**config.mk**
```make
export PLATFORM = sky130hd
export DESIGN_NAME = polar_rx_framer
export DESIGN_NICKNAME = d
export VERILOG_FILES = /design/src/rtl/polar_rx_framer.sv
export SDC_FILE = /design/constraint.sdc
export NUM_CORES = 1
export LEC_CHECK = 0
export ABC_CLOCK_PERIOD_IN_PS = 4300
export CAP_MARGIN = 20
export CORE_UTILIZATION = 29
export DETAILED_ROUTE_END_ITERATION = 10
export SLEW_MARGIN = 40
export SYNTH_ARGS = -nofsm -noshare
export SYNTH_HDL_FRONTEND = slang
export SYNTH_SLANG_ARGS = --single-unit
```
**constraint.sdc**
```tcl
create_clock -name clk -period 4.3 [get_ports clk]
set_input_delay 1.075 -clock clk [delete_from_list [all_inputs] [get_ports clk]]
set_output_delay 1.075 -clock clk [all_outputs]
set_load 0.02 [all_outputs]
```
**src/rtl/polar_rx_framer.sv**
```systemverilog
// Receive-side framer for a polar decoder: deserializes 16-bit codewords, launches one decode
// at a time with a watchdog, and queues decoded bytes in a small FIFO for a valid/ready consumer.
module polar_rx_framer #(
    parameter int FIFO_DEPTH = 4,
    parameter int TIMEOUT    = 512
) (
    input  logic        clk,
    input  logic        rst_n,
    input  logic        clear,
    input  logic        bit_in,
    input  logic        bit_valid,
    output logic [15:0] dec_codeword,
    output logic        dec_start,
    input  logic [7:0]  dec_data,
    input  logic        dec_valid,
    input  logic        dec_corrected,
    output logic [7:0]  out_data,
    output logic        out_corrected,
    output logic        out_valid,
    input  logic        out_ready,
    output logic        overflow_sticky,
    output logic        timeout_sticky,
    output logic [15:0] frame_count,
    output logic [15:0] corr_count
);

    localparam int PW = (FIFO_DEPTH > 1) ? $clog2(FIFO_DEPTH) : 1;
    localparam int CW = PW + 1;

    typedef enum logic {IDLE, WAIT} state_t;

    state_t        state_q;
    logic [15:0]   shift_q;
    logic [3:0]    bitCnt_q;
    logic [15:0]   hold_q;
    logic          holdFull_q;
    logic          overflow_q;
    logic          timeout_q;
    logic [15:0]   codeword_q;
    logic          start_q;
    logic [15:0]   watchdog_q;
    logic [15:0]   frameCnt_q;
    logic [15:0]   corrCnt_q;
    logic [8:0]    mem_q [FIFO_DEPTH];
    logic [PW-1:0] wrPtr_q;
    logic [PW-1:0] rdPtr_q;
    logic [CW-1:0] fifoCount_q;

    logic [15:0]   word_d;
    logic          wordDone;
    logic          fifoFull;
    logic          launch;
    logic          holdLoad;
    logic          push;
    logic          pop;

    assign word_d   = {shift_q[14:0], bit_in};
    assign wordDone = bit_valid && (bitCnt_q == 4'd15);
    assign fifoFull = (fifoCount_q == CW'(FIFO_DEPTH));
    // A launch is only allowed when the FIFO has room, so the eventual push can never overflow it.
    assign launch   = (state_q == IDLE) && holdFull_q && !fifoFull;
    assign holdLoad = wordDone && (!holdFull_q || launch);
    assign push     = (state_q == WAIT) && dec_valid;
    assign pop      = (fifoCount_q != '0) && out_ready;

    always_ff @(posedge clk or negedge rst_n) begin
        if (!rst_n) begin
            shift_q    <= '0;
            bitCnt_q   <= '0;
            hold_q     <= '0;
            holdFull_q <= 1'b0;
            overflow_q <= 1'b0;
        end else begin
            if (bit_valid) shift_q <= word_d;
            if (clear) begin
                bitCnt_q   <= '0;
                holdFull_q <= 1'b0;
                overflow_q <= 1'b0;
            end else begin
                if (bit_valid) bitCnt_q <= bitCnt_q + 4'd1;
                if (holdLoad) begin
                    hold_q     <= word_d;
                    holdFull_q <= 1'b1;
                end else if (launch) begin
                    holdFull_q <= 1'b0;
                end
                if (wordDone && !holdLoad) overflow_q <= 1'b1;
            end
        end
    end

    // The codeword register is only written on launch, so the decoder sees a stable input for the whole search.
    always_ff @(posedge clk or negedge rst_n) begin
        if (!rst_n) begin
            state_q    <= IDLE;
            codeword_q <= '0;
            start_q    <= 1'b0;
            watchdog_q <= '0;
            timeout_q  <= 1'b0;
        end else begin
            start_q <= 1'b0;
            case (state_q)
                IDLE: begin
                    if (launch) begin
                        codeword_q <= hold_q;
                        start_q    <= 1'b1;
                        watchdog_q <= '0;
                        state_q    <= WAIT;
                    end
                end
                WAIT: begin
                    if (dec_valid) begin
                        state_q <= IDLE;
                    end else if (watchdog_q == 16'(TIMEOUT - 1)) begin
                        if (!clear) timeout_q <= 1'b1;
                        state_q <= IDLE;
                    end else begin
                        watchdog_q <= watchdog_q + 16'd1;
                    end
                end
                default: state_q <= IDLE;
            endcase
            if (clear) timeout_q <= 1'b0;
        end
    end

    always_ff @(posedge clk or negedge rst_n) begin
        if (!rst_n) begin
            wrPtr_q     <= '0;
            rdPtr_q     <= '0;
            fifoCount_q <= '0;
            frameCnt_q  <= '0;
            corrCnt_q   <= '0;
        end else begin
            if (push) wrPtr_q <= wrPtr_q + PW'(1);
            if (pop)  rdPtr_q <= rdPtr_q + PW'(1);
            case ({push, pop})
                2'b10:   fifoCount_q <= fifoCount_q + CW'(1);
                2'b01:   fifoCount_q <= fifoCount_q - CW'(1);
                default: fifoCount_q <= fifoCount_q;
            endcase
            if (clear) begin
                frameCnt_q <= '0;
                corrCnt_q  <= '0;
            end else if (push) begin
                frameCnt_q <= frameCnt_q + 16'd1;
                if (dec_corrected && (corrCnt_q != 16'hFFFF)) corrCnt_q <= corrCnt_q + 16'd1;
            end
        end
    end

    always_ff @(posedge clk) begin
        if (push) mem_q[wrPtr_q] <= {dec_corrected, dec_data};
    end

    // Storage is not reset, so the head is masked while empty to give clean zero outputs.
    assign out_valid                 = (fifoCount_q != '0);
    assign {out_corrected, out_data} = out_valid ? mem_q[rdPtr_q] : 9'd0;

    assign dec_codeword    = codeword_q;
    assign dec_start       = start_q;
    assign overflow_sticky = overflow_q;
    assign timeout_sticky  = timeout_q;
    assign frame_count     = frameCnt_q;
    assign corr_count      = corrCnt_q;

endmodule

```
=== Word-level counts from Yosys, hierarchy flattened ===
Memories as Yosys holds them, arrays and structs flattened.
Index checks and enable logic that the tools add are counted.

* Input bits: 16
* Logic and storage cells: 91
* Register bits: 111
* RAM bits: 36
* Memories kept: 1
* Output and inout port bits: 61

* Reductions and logical operators: 26
* $add $sub $neg: 8
* Muxes and demuxes: 29
* Bitwise logic cells: 2
* Equal/unequal tests: 10

{| class="wikitable"
|+ Memories
! name !! words !! width !! read ports !! clocked after memory_dff !! wr ports !! RTL line !! RTL
|-
| mem_q || 4 || 9 || 1 || 0 || 1 || 44 || <nowiki>logic [8:0] mem_q [FIFO_DEPTH];</nowiki>
|}

{| class="wikitable"
|+ Operators by type and width
! kind !! number
|-
| $mux 16 || 8
|-
| $add 16x1->16 const B || 3
|-
| $pmux 16 s2 || 1
|-
| $eq 16x9->1 const B || 1
|-
| $ne 16x16->1 const B || 1
|-
| $mux 1 || 15
|-
| $reduce_bool 2->1 || 7
|-
| $mux 9 || 1
|-
| $logic_and 1x1->1 || 8
|-
| $mux 4 || 2
|-
| $ne 2x2->1 const B || 4
|-
| $pmux 3 s2 || 1
|-
| $reduce_and 2->1 || 3
|-
| $reduce_and 3->1 || 2
|-
| $reduce_bool 3->1 || 2
|-
| $add 2x1->2 const B || 2
|-
| $add 4x1->4 const B || 1
|-
| $eq 4x4->1 const B || 1
|-
| $add 3x1->3 const B || 1
|-
| $eq 3x3->1 const B || 1
|-
| $logic_not 1->1 || 3
|-
| $sub 3x1->3 const B || 1
|-
| $eq 2x1->1 const B || 1
|-
| $eq 2x2->1 const B || 1
|-
| 3 further kinds || 4
|}

=== Depth between registers and ports, before layout ===
Gate-level depths: netlist of run 1.

* Depth after elaboration: 9
* Gate-level depth with buffers: 10
* Mapped depth without buffers: 8

=== Least setup slack after synthesis of run 1 ===
Ideal clock, no wire load.

* Path kind: input to register
* From: input port dec_valid
* To: register fifoCount_q[2]
* Path buffers: 2
* Arrival time: 2.575 ns
* Slack: 1.646 ns
* Cell stages on the path: 10
* Library setup time: 0.079 ns
* Data required time: 4.221 ns
* Cell sequence: buf_2 > and2_1 > buf_2 > inv_1 > ha_1 > inv_1 > fa_1 > xor2_1 > nor2_1 > xor2_1

* Longest elaborated chain between the ends: 3
* Elaborated cells on any way between the ends: 5
* Classes of those cells: eq/ne (2); mux (1); reduce/logical (2)

{| class="wikitable"
|+ Ends and longest elaborated chain
! what !! RTL line !! RTL
|-
| start: declaration || 15 || <nowiki>input logic dec_valid,</nowiki>
|-
| $logic_and 1x1->1 * || 63 || <nowiki>assign push = (state_q == WAIT) && dec_valid;</nowiki>
|-
| $eq 2x1->1 or $eq 2x2->1 (tied branches) || 137 || <nowiki>case ({push, pop})</nowiki>
|-
| $pmux 3 s2 or $reduce_bool 2->1 (tied branches) || - ||
|-
| end signal: assignment || 138 || <nowiki>2'b10: fifoCount_q <= fifoCount_q + CW'(1);</nowiki>
|-
| end signal: assignment || 139 || <nowiki>2'b01: fifoCount_q <= fifoCount_q - CW'(1);</nowiki>
|-
| end signal: assignment || 140 || <nowiki>default: fifoCount_q <= fifoCount_q;</nowiki>
|-
| end: declaration || 47 || <nowiki>logic [CW-1:0] fifoCount_q;</nowiki>
|}

Mark *: on every way between the ends. The rest lies on a longest branch, timed or not.
A chain may end at the register's enable or synchronous reset.

=== Worst setup path after layout of run 1 ===
* From: register rdPtr_q[0]
* To: output port out_data[7]

* Longest elaborated chain between the ends: 2

{| class="wikitable"
|+ Ends and longest elaborated chain
! what !! RTL line !! RTL
|-
| start: declaration || 46 || <nowiki>logic [PW-1:0] rdPtr_q;</nowiki>
|-
| start signal: assignment || 136 || <nowiki>if (pop) rdPtr_q <= rdPtr_q + PW'(1);</nowiki>
|-
| $mem_v2 4x9 || - ||
|-
| $mux 9 || 158 || <nowiki>assign {out_corrected, out_data} = out_valid ? mem_q[rdPtr_q] : 9'd0;</nowiki>
|-
| end: declaration || 17 || <nowiki>output logic [7:0] out_data,</nowiki>
|}

Every way passes these cells.

==> impl_metrics.json, run 1 <==
{
  "die_w_um": 153.7,
  "yosys-top-cells-count": "dfrtp_1, nand2_1, edfxtp_1",
  "cts_hold_buf": 0,
  "clock_path_buffers": 2,
  "hpwl_mm": 8.987,
  "clk_latency_ns": 0.42,
  "grt_first_pass_wirelength_mm": 23.24,
  "critical_path_class": "reg2out",
  "start_util_pct": 29.57,
  "multiInputGateArea_um2": 2621,
  "cts_resized": 0,
  "synthArstFlopShare_pct": 75.51,
  "antenna_found_initial": 0,
  "start_kind": "flop",
  "io_buffers": 76,
  "syn2layout_area_growth_pct": 24.59,
  "grtUsageMet1_pct": 15.74,
  "final-max-slew-violation-count": 0,
  "io_pins": 77,
  "num_antenna_cells": 0,
  "cts_buffers": 17,
  "synth_compound_area_share_pct": 6.692,
  "cts-root-buf": "clkbuf_16",
  "drtAntennaViolNets": 0,
  "wl_per_cell_um": 14.79,
  "first_iter_violations": 171,
  "num_vias": 4420,
  "cp.arrival_ns": 2.45,
  "synth_top_area_share_pct": 41.61,
  "skew_ns": 0.009303,
  "num_rows": 55,
  "synth_top_family_by_area": "simple AND/OR/NAND/NOR gates",
  "grt-busiest-layer": "met2",
  "p_per_area_nw_per_um2": 442.9,
  "synthAdderAreaFrac_pct": 1.987,
  "grtUsageMet3_pct": 3.608,
  "via_per_inst": 4.789,
  "fin_crit_sh_pct": 81.92,
  "dieArea_um2": 23630,
  "htreeDepth": 4,
  "ys_seq_elements": 147,
  "ir_worst_vdd_v": 0.0002506,
  "synthXorXnorAreaFrac_pct": 2.755,
  "ys_seq_area_share_pct": 57.81,
  "r2r_slack_ns": 2.10,
  "yosys-top-cells-area": "dfrtp_1, edfxtp_1, mux2_2",
  "tns_ns": 0,
  "grt_max_degree": 60,
  "rsz0062_at_grt": "false",
  "yosysMostFrequentCell": "dfrtp_1",
  "grt_pass1_vias": 4530,
  "drt-total-wl_mm": 13.65,
  "core_area_um2": 22570,
  "min_period_ns": 3.522,
  "drc": 0,
  "seqCellArea_um2": 3859,
  "crit_required_ns": 3.22,
  "netlist_area_um2": 6675,
  "synthSimpleGateAreaFrac_pct": 17.84,
  "fillers": 2234,
  "synth_cells": 545,
  "cts_sinks": 147,
  "cts_setup_buffers": 0,
  "synth_cell_types": 61,
  "total_leakage_power_nw": 3.405,
  "place.gp.congestion": 0.7264,
  "path_max_fanout": 11,
  "syn_nets": 571,
  "drive_gt1_share_pct": 17.24,
  "clkTransAtPathRegs_ns": 0.07,
  "final-setup-viol-count": 0,
  "use_met2_pct": 20.13,
  "fin_nets": 651,
  "max_freq_ghz": 0.2839,
  "max-cap-violations": 0,
  "end_kind": "output port",
  "synth_edf_count": 36,
  "yosysWarnings": 0,
  "status": "finished clean",
  "synthMuxAreaShare_pct": 9.972,
  "tightestPinTransition_ns": 0.7372,
  "synth_top_cell_by_area": "dfrtp_1",
  "cts_tree": "built",
  "dr.pass1.iters": 6,
  "die_y_um": 153.7,
  "grt_remaining_overflow": 0,
  "synth_ff_type": "dfrtp_1",
  "final-hold-violation-count": 0,
  "grt_usage_pct": 12.37,
  "place_area_um2": 7706,
  "fin_area_um2": 8317,
  "avgSynthCellArea_um2": 12.25,
  "hp-class": "reg2reg",
  "slew_headroom_pct": 50.47
}
-- sequential cells by signal, indices dropped and copies added, names as in the netlist, 2 cells and up --
name	count
mem_q	36
corr_count	16
dec_codeword	16
frame_count	16
hold_q	16
watchdog_q	16
shift_q	15
bitCnt_q	4
fifoCount_q	3
rdPtr_q	2
wrPtr_q	2
-- where the power goes --
| part | internal [mW] | switching [mW] |
|---|---|---|
| registers | 1.52 | 0.113 |
| logic | 0.312 | 0.245 |
| clock network | 0.837 | 0.653 |
-- logic make-up (layout without fill, tap and decap cells) --
group	count (synthesis)	count (layout)
AOI/OAI and AO/OA	67	67
xor gates and xnor gates	21	21
adders and majority gates	10	10
buffers and inverters	36	129
DFF	147	147
muxes	47	47
and+or+nand+nor	217	217
-- worst max-delay path, stage by stage (launching register included) --
cell,delay [ns]
dfrtp_1,0.75
mux4_2,0.58
and2_1,0.17
clkdlybuf4s50_1,0.53
-- final timing paths --
path	from	endpoint	depth (start not counted)
max in group asynchronous	rst_n	frame_count[0]$_DFFE_PN0P_	2
worst min-delay path	hold_q[2]$_DFFE_PN0P_	dec_codeword[2]$_DFFE_PN0P_	2
worst min register to register	hold_q[2]$_DFFE_PN0P_	dec_codeword[2]$_DFFE_PN0P_	2
worst max register to register	fifoCount_q[1]$_DFFE_PN0P_	hold_q[8]$_DFFE_PN0P_	5
worst max-delay path	rdPtr_q[0]$_DFFE_PN0P_	out_data[7]	3
min in group asynchronous	rst_n	corr_count[11]$_DFFE_PN0P_	1
-- layout by cell type (no fill, tap or decap), types with 3 or more instances in the layout --
master           instances
o21ai_0                 10
xor2_1                  11
or3_1                    5
o211ai_1                 6
nor2b_1                  6
clkbuf_16               19
and3_1                   8
dfrtp_1                111
xnor2_1                 10
ha_1                     9
clkdlybuf4s50_1         74
mux4_2                   9
inv_6                    3
nor2_1                  25
and4_1                   8
nand2b_1                 3
nor3_1                   6
mux2_4                  10
and2_1                  11
nand2_1                 73
inv_1                   14
edfxtp_1                36
clkinv_4                 4
mux2_2                  26
nand4_1                 15
inv_8                    4
buf_4                    6
a21oi_1                 20
o31ai_1                 15
or4_1                   15
nand3_1                 18
-- per-layer routing --
metal  share of wire (%)  up-vias
li1                    -     2149
met4                 1.3        0
met3                 4.5       15
met1                  47     2192
met5                   0        -
met2                  47       64
-- final cells by class --
type | count | area share (%)
flip-flops and latches | 147 | 46.40
multi-input cells | 362 | 31.52
repair buffers | 83 | 9.884
clock buffers | 19 | 5.717
well taps | 285 | 4.288
clock inverters | 13 | 1.565
inverters | 14 | 0.6319
-- through the flow --
stage          worst slack, ns  power [mW]  cells  hold slack, ns  utilization [%]
6_report                0.7775       3.683    923          0.4747            36.85
3_3_place_gp             1.064       2.218    891          0.4583            34.14
5_1_grt                 0.6255       3.858    923          0.4969            36.85
2_1_floorplan            1.646       2.004    545          0.4331                -
3_5_place_dp             1.023       2.233    891          0.4489            34.14
4_1_cts                 0.7207       3.748    923          0.4815            36.82
(Power assumes the default switching activity.)
==> run 2, diff against run 1 <==
--- a/config.mk
+++ b/config.mk
@@ -5,7 +5,7 @@
 export SDC_FILE = /design/constraint.sdc
 export NUM_CORES = 1
 export LEC_CHECK = 0
-export ABC_CLOCK_PERIOD_IN_PS = 4300
+export ABC_CLOCK_PERIOD_IN_PS = 2900
 export CAP_MARGIN = 20
 export CORE_UTILIZATION = 29
 export DETAILED_ROUTE_END_ITERATION = 10
==> constraint.sdc (replaced) <==
create_clock -name clk -period 2.9 [get_ports clk]
set_input_delay 0.725 -clock clk [delete_from_list [all_inputs] [get_ports clk]]
set_output_delay 0.725 -clock clk [all_outputs]
set_load 0.02 [all_outputs]
==> impl_metrics.json, run 2 (synthesized netlist as in run 1, its figures left out) <==
{
  "start_kind": "flop",
  "clock_path_buffers": 2,
  "core_area_um2": 22570,
  "antenna_found_initial": 0,
  "htreeDepth": 4,
  "path_max_fanout": 5,
  "cts_resized": 9,
  "cts-root-buf": "clkbuf_16",
  "p_per_area_nw_per_um2": 649.9,
  "ff2ff_path_depth": 6,
  "final-setup-viol-count": 0,
  "syn2layout_area_growth_pct": 25.06,
  "cts_setup_buffers": 0,
  "num_rows": 55,
  "skew_ns": 0.009070,
  "ir_worst_vdd_v": 0.0003883,
  "r2r_slack_ns": 0.87,
  "mostFrequentLayoutCell": "dfrtp_1",
  "fin_crit_sh_pct": 95.37,
  "min_period_ns": 2.766,
  "num_vias": 4447,
  "regMostFlops": "mem_q",
  "grt_usage_pct": 12.33,
  "cts_tree": "built",
  "io_buffers": 76,
  "max-cap-violations": 0,
  "drive_gt1_share_pct": 18.14,
  "final-max-slew-violation-count": 0,
  "largest_register_ff_count": 36,
  "clkTransAtPathRegs_ns": 0.06,
  "crit_required_ns": 2.17,
  "status": "finished clean",
  "critical_path_class": "reg2out",
  "dr.pass1.iters": 6,
  "slew_headroom_pct": 65.48,
  "drtAntennaViolNets": 0,
  "place.gp.congestion": 0.7375,
  "r2r_end": "fifoCount_q[1]$_DFFE_PN0P_",
  "die_y_um": 153.7,
  "num_antenna_cells": 0,
  "drt-total-wl_mm": 13.76,
  "grt_max_degree": 59,
  "end_kind": "output port",
  "cts_sinks": 147,
  "clk_latency_ns": 0.41,
  "holdWs_ns": 0.1910,
  "final-hold-violation-count": 0,
  "tns_ns": 0,
  "wl_per_cell_um": 14.79,
  "crit_start": "rdPtr_q[0]$_DFFE_PN0P_",
  "tightestPinTransition_ns": 0.5177,
  "cts_hold_buf": 0,
  "dieArea_um2": 23630,
  "max_freq_ghz": 0.3616,
  "cts_buffers": 17,
  "grt_remaining_overflow": 0,
  "io_pins": 77,
  "drc": 0,
  "cp.arrival_ns": 2.04,
  "total_leakage_power_nw": 3.441,
  "grt_first_pass_wirelength_mm": 23.16,
  "first_iter_violations": 207,
  "power_mw": 5.425,
  "hpwl_mm": 9.138,
  "die_w_um": 153.7,
  "r2r-start": "fifoCount_q[1]$_DFFE_PN0P_",
  "cp-endpoint": "out_corrected",
  "hp-class": "in2async",
  "start_util_pct": 29.57,
  "fin_nets": 658,
  "via_per_inst": 4.782,
  "grt_pass1_vias": 4521,
  "rsz0062_at_grt": "false",
  "final_cell_mix": "dfrtp_1, nand2_1, clkdlybuf4s50_1"
}
-- run 2: cell count changes in the layout (fill, tap and decap cells not counted), sizes merged --
cell           delta
clkinvlp          +1
dlygate4sd2       +8
inv               -3
clkbuf            +2
buf               +7
clkinv            -2
bufinv            +2
clkdlybuf4s50     -8
-- run 2: metal layers --
layer,global-route usage (%),vias to the layer above,routed length [um]
li1,-,2164,-
met1,15.63,2207,6500
met2,19.89,65,6447
met3,3.861,11,656
met4,4.143,0,150
met5,0,-,0
-- run 2: critical path, stage by stage (launching register included) --
cell,delay (ns)
dfrtp_2,0.42
mux4_2,0.50
and2_1,0.18
clkdlybuf4s50_1,0.53
-- run 2: worst min-delay path by stage --
stage                                            from  slack (ns)                          end  depth (start not counted)
after floorplan                                 rst_n        0.43      bitCnt_q[0]$_DFFE_PN0P_                          0
after global placement          hold_q[7]$_DFFE_PN0P_        0.46  dec_codeword[7]$_DFFE_PN0P_                          2
after detailed placement  dec_codeword[8]$_DFFE_PN0P_        0.46  dec_codeword[8]$_DFFE_PN0P_                          2
after CTS                                       rst_n        0.19   corr_count[13]$_DFFE_PN0P_                          1
after global routing                            rst_n        0.19   corr_count[13]$_DFFE_PN0P_                          1
final                                           rst_n        0.19   corr_count[13]$_DFFE_PN0P_                          1
-- run 2: area by class of cell --
cell class	count	area, um^2
Timing Repair Buffer	90	860.8
Clock inverter	11	125.1
Inverter	14	52.55
Multi-Input combinational cell	362	2630
Tap cell	285	356.6
Sequential cell	147	3861
Fill cell	2228	14220
Clock buffer	21	461.7
-- run 2: power breakdown --
part / internal (mW) / total, mW / switching, mW
combinational: 0.435 / 0.822 / 0.387
clock: 1.33 / 2.20 / 0.870
sequential: 2.26 / 2.41 / 0.144
-- run 2: metrics by stage --
| stage | instances | area, um^2 | setup slack [ns] | util, % |
|---|---|---|---|---|
| final | 930 | 8348 | 0.1342 | 36.98 |
| after global routing | 930 | 8348 | 0.04593 | 36.98 |
| after CTS | 930 | 8337 | 0.02488 | 36.93 |
| after detailed placement | 898 | 7759 | 0.2876 | 34.37 |
| after global placement | 898 | 7759 | 0.2998 | 34.37 |
| after floorplan | 545 | 6675 | 0.5962 | - |
==> run 3, diff against run 2 <==
--- a/config.mk
+++ b/config.mk
@@ -7,7 +7,9 @@
 export LEC_CHECK = 0
 export ABC_CLOCK_PERIOD_IN_PS = 2900
 export CAP_MARGIN = 20
+export CORE_MARGIN = 4
 export CORE_UTILIZATION = 29
+export CTS_CLUSTER_SIZE = 24
 export DETAILED_ROUTE_END_ITERATION = 10
 export SLEW_MARGIN = 40
 export SYNTH_ARGS = -nofsm -noshare
==> impl_metrics.json, run 3 (synthesized netlist as in run 1, its figures left out) <==
{
  "die_y_um": 159.7,
  "final_cell_mix": "dfrtp_1, nand2_1, clkdlybuf4s50_1",
  "io_buffers": 76,
  "grt_remaining_overflow": 0,
  "skew_ns": 0.01150,
  "ff2ff_path_depth": 5,
  "core_area_um2": 22640,
  "tightestPinTransition_ns": 0.8014,
  "dr.pass1.iters": 4,
  "place_area_um2": 7759,
  "fin_nets": 658,
  "clkTransAtPathRegs_ns": 0.07,
  "pre_cts_slack_ns": 0.2582,
  "num_rows": 55,
  "drc": 0,
  "p_per_area_nw_per_um2": 661.9,
  "place.gp.congestion": 0.7340,
  "drive_gt1_share_pct": 17.98,
  "drtAntennaViolNets": 0,
  "status": "finished clean",
  "cts_tree": "built",
  "grt_usage_pct": 11.75,
  "first_iter_violations": 167,
  "r2r-start": "fifoCount_q[1]$_DFFE_PN0P_",
  "cp.arrival_ns": 1.92,
  "cts_buffers": 17,
  "cts_hold_buf": 0,
  "total_leakage_power_nw": 3.530,
  "slew_headroom_pct": 46.16,
  "grt_first_pass_wirelength_mm": 24.23,
  "clk_latency_ns": 0.42,
  "fin_area_um2": 8386,
  "crit_required_ns": 2.17,
  "dieArea_um2": 25510,
  "final-setup-viol-count": 0,
  "rsz0062_at_grt": "false",
  "met3WireLength_um": 615,
  "r2r_end": "hold_q[6]$_DFFE_PN0P_",
  "crit_start": "rdPtr_q[0]$_DFFE_PN0P_",
  "critical_path_class": "reg2out",
  "num_vias": 4515,
  "start_kind": "flop",
  "regMostFlops": "mem_q",
  "end_kind": "output port",
  "utilization_pct": 37.04,
  "cts-root-buf": "clkbuf_16",
  "max-cap-violations": 0,
  "wl_per_cell_um": 15.44,
  "io_pins": 77,
  "ir_worst_vdd_v": 0.0003922,
  "htreeDepth": 4,
  "mostFrequentLayoutCell": "dfrtp_1",
  "timing.final.ws_setup_ns": 0.2552,
  "start_util_pct": 29.48,
  "grt_max_degree": 49,
  "num_antenna_cells": 0,
  "wl_met2_mm": 6.649,
  "min_period_ns": 2.645,
  "grt_pass1_vias": 4584,
  "fin_crit_sh_pct": 91.20,
  "routed.top_layer": "met4",
  "clock_path_buffers": 2,
  "die_w_um": 159.7,
  "r2r_slack_ns": 0.86,
  "final-hold-violation-count": 0,
  "syn2layout_area_growth_pct": 25.62,
  "hp-class": "in2async",
  "cts_sinks": 147,
  "antenna_found_initial": 0,
  "final-max-slew-violation-count": 0,
  "largest_register_ff_count": 36,
  "wl_met1_mm": 6.795,
  "cp-endpoint": "out_data[1]",
  "cts_setup_buffers": 0,
  "drt-total-wl_mm": 14.36,
  "path_max_fanout": 6,
  "via_per_inst": 4.855,
  "max_freq_ghz": 0.3781,
  "tns_ns": 0,
  "hpwl_mm": 9.664
}
## run 3: cell types whose count changed in the layout (fill, tap and decap cells not counted), moves of 2 or more
cell	delta
clkinvlp_4	-2
dlygate4sd2_1	-7
clkbuf_1	-2
dlymetal6s2s_1	+8
## run 3: worst min path at each step
| stage | start | cells past startpoint | end |
|---|---|---|---|
| after floorplan | rst_n | 0 | bitCnt_q[0]$_DFFE_PN0P_ |
| after global placement | hold_q[7]$_DFFE_PN0P_ | 2 | dec_codeword[7]$_DFFE_PN0P_ |
| after detailed placement | hold_q[8]$_DFFE_PN0P_ | 2 | dec_codeword[8]$_DFFE_PN0P_ |
| after CTS | rst_n | 1 | corr_count[13]$_DFFE_PN0P_ |
| after global routing | rst_n | 1 | corr_count[11]$_DFFE_PN0P_ |
| final | rst_n | 1 | corr_count[13]$_DFFE_PN0P_ |
## run 3: critical path, cell delays in order, from the launching register on
cell and delay [ns]:
dfrtp_1 0.34, buf_4 0.18, mux4_2 0.50, and2_1 0.16, dlygate4sd2_1 0.31
## run 3: where the power goes
group          internal, mW  switching, mW
Clock                  1.37          0.916
Combinational         0.467          0.407
Sequential             2.26          0.132
## run 3: through the flow
| step | total power [mW] | hold slack [ns] | std cells |
|---|---|---|---|
| global route | 5.829 | 0.3750 | 930 |
| CTS | 5.653 | 0.3401 | 930 |
| floorplan | 2.972 | 0.4294 | 545 |
| global placement | 3.321 | 0.4562 | 898 |
| finish | 5.551 | 0.3146 | 930 |
| detailed placement | 3.339 | 0.4538 | 898 |
## run 3: final cells by class
cell class	instances	area [um^2]
flip-flops and latches	147	3860
inverters	14	52.55
repair buffers	90	889.6
well taps	285	356.6
multi-input cells	362	2625
clock buffers	18	429.2
clock inverters	14	172.7
fillers	2176	14250
## run 3: metal layers
layer  GRT usage (%)  vias to the layer above
met2           18.23                       75
li1                -                     2173
met5               0                        -
met1           15.32                     2248
met3           3.303                       19
met4           5.325                        0
## run 3: what timing repair did
action                     in CTS  in global routing
pin swaps                       0                  0
setup endpoints to repair       2                  8
gates resized for setup         2                  9
gates cloned                    0                  0
